[config.mk]
export PLATFORM = sky130hd
export DESIGN_NAME = code_to_mask_decoder
export DESIGN_NICKNAME = d
export VERILOG_FILES = /design/src/rtl/code_mask_pkg.sv /design/src/rtl/binary_to_onehot.sv /design/src/rtl/code_to_mask_decoder.sv
export SDC_FILE = /design/constraint.sdc
export NUM_CORES = 1
export LEC_CHECK = 0
export CORE_MARGIN = 2
export CORE_UTILIZATION = 30
export DETAILED_ROUTE_END_ITERATION = 8
export PLACE_DENSITY = 0.57
export SLEW_MARGIN = 20
export SYNTH_ARGS = -nofsm -noshare
export SYNTH_HDL_FRONTEND = slang
export SYNTH_SLANG_ARGS = --single-unit
[constraint.sdc]
create_clock -name clk -period 1.8 [get_ports clk]
set_input_delay 0.36 -clock clk [delete_from_list [all_inputs] [get_ports clk]]
set_output_delay 0.36 -clock clk [all_outputs]
set_load 0.1 [all_outputs]
[src/rtl/code_mask_pkg.sv]
// Shared encoding for the code/mask conversion blocks (this decoder and the
// matching serial priority encoder).
package code_mask_pkg;

    localparam int DEFAULT_CODE_W = 2;

    typedef enum logic [1:0] {
        ST_IDLE  = 2'd0,
        ST_ACCUM = 2'd1,
        ST_HOLD  = 2'd2
    } state_t;

endpackage

[src/rtl/binary_to_onehot.sv]
// Combinational binary index to one-hot decoder.
module binary_to_onehot #(
    parameter int CODE_W = 2
) (
    input  logic [CODE_W-1:0]      code,
    output logic [(2**CODE_W)-1:0] onehot
);

    // One line per index; exactly one compares equal
    always_comb begin
        onehot = '0;
        for (int i = 0; i < 2**CODE_W; i++) begin
            if (code == CODE_W'(i)) begin
                onehot[i] = 1'b1;
            end else begin
                onehot[i] = 1'b0;
            end
        end
    end

endmodule

[src/rtl/code_to_mask_decoder.sv]
// Collects a group of binary codes into an OR-ed one-hot mask with a
// saturating beat count and a sticky duplicate flag; presents it for one handshake.
module code_to_mask_decoder
    import code_mask_pkg::*;
#(
    parameter int CODE_W = DEFAULT_CODE_W
) (
    input  logic                    clk,
    input  logic                    reset,
    input  logic                    in_valid,
    output logic                    in_ready,
    input  logic [CODE_W-1:0]       in_code,
    input  logic                    in_last,
    output logic                    out_valid,
    input  logic                    out_ready,
    output logic [(2**CODE_W)-1:0]  out_mask,
    output logic [CODE_W:0]         out_count,
    output logic                    out_dup
);

    localparam int MASK_W = 2**CODE_W;

    state_t              state_r;
    state_t              state_next_s;
    logic [MASK_W-1:0]   mask_r;
    logic [CODE_W:0]     count_r;
    logic                dup_r;
    logic                in_ready_r;
    logic                out_valid_r;

    logic [MASK_W-1:0]   onehot_s;
    logic                accept_s;
    logic                consume_s;
    logic                count_sat_s;

    binary_to_onehot #(
        .CODE_W (CODE_W)
    ) u_decode (
        .code   (in_code),
        .onehot (onehot_s)
    );

    assign accept_s    = in_valid && in_ready_r;
    assign consume_s   = out_valid_r && out_ready;
    assign count_sat_s = (count_r == {(CODE_W+1){1'b1}});

    // Next-state selection
    always_comb begin
        state_next_s = state_r;
        case (state_r)
            ST_IDLE: begin
                if (accept_s && in_last) begin
                    state_next_s = ST_HOLD;
                end else if (accept_s) begin
                    state_next_s = ST_ACCUM;
                end else begin
                    state_next_s = ST_IDLE;
                end
            end
            ST_ACCUM: begin
                if (accept_s && in_last) begin
                    state_next_s = ST_HOLD;
                end else begin
                    state_next_s = ST_ACCUM;
                end
            end
            ST_HOLD: begin
                if (out_ready) begin
                    state_next_s = ST_IDLE;
                end else begin
                    state_next_s = ST_HOLD;
                end
            end
            default: begin
                state_next_s = ST_IDLE;
            end
        endcase
    end

    // State register; handshake flags are decoded from the next state so
    // they are flops that always match the registered state
    always_ff @(posedge clk or posedge reset) begin
        if (reset) begin
            state_r     <= ST_IDLE;
            in_ready_r  <= 1'b1;
            out_valid_r <= 1'b0;
        end else begin
            state_r     <= state_next_s;
            in_ready_r  <= (state_next_s != ST_HOLD);
            out_valid_r <= (state_next_s == ST_HOLD);
        end
    end

    // Group accumulators: cleared on consume, updated on every accepted beat
    always_ff @(posedge clk or posedge reset) begin
        if (reset) begin
            mask_r  <= '0;
            count_r <= '0;
            dup_r   <= 1'b0;
        end else if (consume_s) begin
            mask_r  <= '0;
            count_r <= '0;
            dup_r   <= 1'b0;
        end else if (accept_s) begin
            mask_r  <= mask_r | onehot_s;
            count_r <= count_sat_s ? count_r : (count_r + {{CODE_W{1'b0}}, 1'b1});
            dup_r   <= dup_r || ((mask_r & onehot_s) != '0);
        end else begin
            mask_r  <= mask_r;
            count_r <= count_r;
            dup_r   <= dup_r;
        end
    end

    assign in_ready  = in_ready_r;
    assign out_valid = out_valid_r;
    assign out_mask  = mask_r;
    assign out_count = count_r;
    assign out_dup   = dup_r;

endmodule

; ---- After elaboration in Yosys (flattened, before gate mapping)
; Index checks and enable logic that the tools add are counted.
[classes]
mux = 16
n_eq_ne = 9
n_addsub = 1
reduce_logical = 9
bitwise = 2
[op_table]
columns = op, count
row1 = $mux W3, 3
row2 = $eq A2 B2 Y1 const B, 4
row3 = $mux W4, 2
row4 = $mux W1, 7
row5 = $mux W2, 3
row6 = $pmux W2 S3, 1
row7 = $and A4 B4 Y4, 1
row8 = $eq A2 B1 Y1 const B, 2
row9 = $logic_not A2 Y1, 2
row10 = $ne A2 B2 Y1 const B, 2
row11 = $or A4 B4 Y4, 1
row12 = $reduce_bool A4 Y1, 1
row13 = $add A3 B1 Y3 const B, 1
row14 = $eq A3 B3 Y1 const B, 1
row15 = $logic_and A1 B1 Y1, 3
row16 = $reduce_and A2 Y1, 1
row17 = $reduce_bool A2 Y1, 1
row18 = $logic_or A1 B1 Y1, 1
[word_totals]
regBits = 12
input_bits = 7
out_inout_bits = 10
word_cells = 43

; ---- Depth between registers and ports, before layout
[depth]
depth_word = 7
mapped_depth = 5

; ---- Modules after synthesis
; Synthesis repeated with hierarchy kept, for this count alone.
[hier_totals]
cells_unflattened = 52
hier_area_um2 = 561.8
[modules_own_cells]
columns = mod, area_each_um2, cells_each, n_inst, seq_area_each_um2
row1 = code_to_mask_decoder, 535.5, 48, 1, 301.5
row2 = binary_to_onehot, 26.3, 4, 1, 0.0

; ---- Least setup slack after synthesis
; OpenSTA, ideal clock, no wires.
[synth_path]
path_type = reg-to-reg
startpoint = reg count_r[0] (netlist: out_count[0])
endpoint = reg count_r[0] (netlist: out_count[0])
period_less_slack_ns = 1.905
arrival_time_ns = 1.818
path_slack_ns = -0.105
required_time_ns = 1.713
stages_incl_launch_ff = 6
path_cell_list = dfrtp_1 -> ha_1 -> ha_1 -> nand3b_1 -> xor2_1 -> a21oi_1
[synth_between]
elab_chain_len = 4
word_cells_on_any_way = 7
cone_classes = add/sub (1) / eq/ne (2) / mux (3) / reduce/logical (1)
[synth_lines]
columns = item, line
row1 = from (decl), code_to_mask_decoder.sv:26  ; logic [CODE_W:0] count_r;
row2 = from (signal assigned), code_to_mask_decoder.sv:106  ; count_r <= count_sat_s ? count_r : (count_r + {{CODE_W{1'b0}}, 1'b1});
row3 = from (signal assigned), code_to_mask_decoder.sv:110  ; count_r <= count_r;
row4 = $add A3 B1 Y3, code_to_mask_decoder.sv:106
row5 = $mux W3, code_to_mask_decoder.sv:106
row6 = $mux W3, code_to_mask_decoder.sv:104  ; end else if (accept_s) begin
row7 = $mux W3, code_to_mask_decoder.sv:100  ; end else if (consume_s) begin
; Several ways; a longest one is shown, not always the timed one. The select of a mux whose other input is x is not followed.
; A chain may end at the register's enable or synchronous reset.

; ---- Worst setup path after layout
; Ends and elaborated chain as after synthesis.

==> summary.md <==
| Metric | Value |
|---|---|
| Startpoint class of the critical path | `register` |
| Vias | `~430` |
| Netlist area before placement | `541 um^2` |
| Number of iterations in the first detailed-routing pass | `3` |
| Syn-to-layout area delta | `59.0%` |
| Global-route track usage on met2 | `16.7%` |
| Total congestion overflow | `0` |
| IO Count | `17` |
| Worst endpoint required time | `1.99 ns` |
| Register bit count reported by yosys | `12` |
| Final critical delay including setup and external delays | `1.44 ns` |
| Max FO, Critical Path | `3` |
| Capture instance of the worst register-to-register path | `out_count[0]` |
| Final Slew Violations | `0` |
| Depth of the CTS H-tree | `1` |
| Crit. End Element | `register` |
| WP data arrival | `roughly 1.6 ns` |
| Yosys warning count | `0` |
| Tightest Pin Transition | `around 0.45 ns` |
| Total negative slack for setup checks | `0 ns` |
| Final layout net count | `77` |
| Layout cells sized above 1 | `about 25%` |
| Unrepaired setup endpoints after global routing | `false` |
| Period utilization | `about four fifths` |
| Number of max-cap violations | `0` |
| CTS clk-pin slew, worst paths | `0.08 ns` |
| Die Y-Extent | `46.4 um` |
| Worst R2R Start | `out_count[0]` |
| Class of the tightest hold or removal check | `in -> async` |
| Antenna violations before repair | `0` |
| Sequential-to-total area share from yosys stat | `55.8%` |
| Crit Path Category | `reg -> reg` |
| Post-detailed-placement cell area | `a little over 800 um^2` |
| Cell count after synthesis | `48` |
| Final setup violation count | `0` |
| Worst relative slew slack | `70.2%` |
| DR DRC count | `0` |
| Number of gates resized after cts | `0` |
| Maximum buffer depth of the clock tree | `2` |
| Filler cell count | `~160` |
| Number of nets with antenna violations after detailed routing | `0` |
| Final Hold Vio Count | `0` |
| Number of clock buffers inserted by TritonCTS | `3` |
| First-pass GRT wire length | `1700 um` |
| Total clock sinks | `12` |
| Vias in the first global route | `383` |
| Worst Reg-to-Reg Cells | `5` |
| Worst skew pair latency | `~0.27 ns` |
| Clock Skews | `0.00291 ns` |
| Detailed-route wire length | `1050 um` |
| Met1 capacity usage during global routing | `15.2%` |
| Wire length per cell | `11.4 um` |
| Result of the run | `completed` |
| Total of buffers placed on input and output ports | `16` |
| Initial Utilization | `31.6%` |
| CORE AREA | `approximately 1700 um^2` |
| Antenna diode count | `0` |
| Smallest hold slack | `0.393 ns` |
| Horiz. Die Dim | `46.4 um` |
| DR vias/cell | `4.62` |
| Weighted congestion reported at the end of routability-driven placement | `0.660` |
| Met3 Usage GRT | `3.92%` |
| Busiest layer in global routing | `met2` |
| Async SR Flop Fraction | `100%` |
| Maximum number of pins on one net before global-route repair | `13` |
| Number of nets produced by synthesis | `57` |
| CTS tree | `done` |
| Cell row count | `15` |
| Iter 0 DRT Violations | `8` |
| Reg2reg setup slack | `0.36 ns` |
| Dpl hpwl | `834 um` |
| Maximum achievable frequency | `slightly below 700 MHz` |
| Number of distinct library cell variants in the gate-level netlist after synthesis | `19` |
| Syn avg cell area | `11.3 um^2` |
| Final Instance Area | `roughly 860 um^2` |
| GRT Resource Usage Total | `12.2%` |
| Post-CTS setup buffer count | `0` |
| Full die area | `2160 um^2` |
| Post-cts hold buffer count | `0` |
| Top FF cell, synth | `sky130_fd_sc_hd__dfrtp_1` |
| Number of enable-type register cells in the synthesized netlist | `0` |
| Root buffer cell | `sky130_fd_sc_hd__clkbuf_4` |
==> cell type report <==
class | instances | area (um^2) | share of cell area, %
Sequential cell | 12 | 304 | 35.4
Timing Repair Buffer | 16 | 260 | 30.3
Multi-Input combinational cell | 34 | 224 | 26.1
Clock buffer | 4 | 36.3 | 4.22
Tap cell | 25 | 31.3 | 3.64
Inverter | 1 | 3.75 | 0.437
==> logic make-up (layout without fill, tap and decap cells) <==
family	count (synthesis)	count (layout)	share of synthesized area, %
AND/OR/NAND/NOR	14	14	12.5
adder cells (fa/ha/maj)	2	2	4.63
flip-flops	12	12	55.8
buffers and inverters	2	21	2.78
multiplexers	4	4	7.41
AO/OA/AOI/OAI	13	13	15.3
XOR/XNOR	1	1	1.62
==> worst max-delay path, stage by stage, from the launching register on <==
cell and delay, ns:
sky130_fd_sc_hd__dfrtp_2 0.44, sky130_fd_sc_hd__ha_1 0.21, sky130_fd_sc_hd__ha_1 0.17, sky130_fd_sc_hd__nand3b_1 0.24
sky130_fd_sc_hd__xor2_1 0.19, sky130_fd_sc_hd__a21oi_1 0.12
==> synth_stat cells (2+ instances only) <==
| master | instances | area share [%] |
|---|---|---|
| sky130_fd_sc_hd__nand3_1 | 2 | 1.9 |
| sky130_fd_sc_hd__nand2_1 | 4 | 2.8 |
| sky130_fd_sc_hd__nor3_1 | 2 | 1.9 |
| sky130_fd_sc_hd__ha_1 | 2 | 4.6 |
| sky130_fd_sc_hd__o21ai_0 | 2 | 1.9 |
| sky130_fd_sc_hd__a21oi_1 | 5 | 4.6 |
| sky130_fd_sc_hd__mux2i_1 | 4 | 7.4 |
| sky130_fd_sc_hd__nor2_1 | 3 | 2.1 |
| sky130_fd_sc_hd__o21a_1 | 4 | 5.6 |
| sky130_fd_sc_hd__dfrtp_1 | 11 | 51 |
==> stage by stage <==
step	worst slack, ns	std cells	util (%)
global placement	0.200	88	48.2
finish	0.360	92	50.3
floorplan	0.0494	48	-
CTS	0.347	92	50.3
global route	0.256	92	50.3
detailed placement	0.160	88	48.2
==> layout by cell type (no fill, tap or decap) <==
| cell | n |
|---|---|
| sky130_fd_sc_hd__xor2_1 | 1 |
| sky130_fd_sc_hd__o21a_1 | 4 |
| sky130_fd_sc_hd__ha_1 | 2 |
| sky130_fd_sc_hd__or2_0 | 1 |
| sky130_fd_sc_hd__inv_1 | 1 |
| sky130_fd_sc_hd__nand3_1 | 2 |
| sky130_fd_sc_hd__o21ai_0 | 2 |
| sky130_fd_sc_hd__dfrtp_1 | 9 |
| sky130_fd_sc_hd__nor3b_1 | 1 |
| sky130_fd_sc_hd__clkdlybuf4s50_1 | 6 |
| sky130_fd_sc_hd__nand3b_1 | 1 |
| sky130_fd_sc_hd__nor3_1 | 2 |
| sky130_fd_sc_hd__a41oi_1 | 1 |
| sky130_fd_sc_hd__dfstp_2 | 1 |
| sky130_fd_sc_hd__o31a_1 | 1 |
| sky130_fd_sc_hd__nand2_1 | 4 |
| sky130_fd_sc_hd__buf_12 | 10 |
| sky130_fd_sc_hd__a21oi_1 | 5 |
| sky130_fd_sc_hd__clkbuf_4 | 3 |
| sky130_fd_sc_hd__dfrtp_2 | 2 |
| sky130_fd_sc_hd__mux2i_1 | 4 |
| sky130_fd_sc_hd__nor2_1 | 3 |
| sky130_fd_sc_hd__clkbuf_8 | 1 |
==> metal layers <==
layer	up-vias	wire [um]	part of all wire, %
met1	202	492	47
met5	-	0	0
met4	0	13	1.2
met2	6	510	48
met3	2	37	3.5
li1	215	-	-
==> state kept, by name (all words and copies together) (netlist names) <==
signal,count
in_ready,1
out_mask,4
state_r,2
out_valid,1
out_dup,1
out_count,3
==> worst max path at each step <==
stage	from	endpoint	slack, ns	cells after the start
6_report	out_count[0]	out_count[0]	0.36	5
5_1_grt	out_count[0]	out_count[0]	0.26	5
4_1_cts	in_ready	in_ready	0.35	1
3_5_place_dp	in_code[1]	out_dup	0.16	4
3_3_place_gp	in_code[1]	out_dup	0.20	4
2_1_floorplan	out_count[2]	out_count[2]	0.05	4
Power is not shown: default switching activity piles up to over one toggle a cycle in this logic, so the estimate is an artifact.
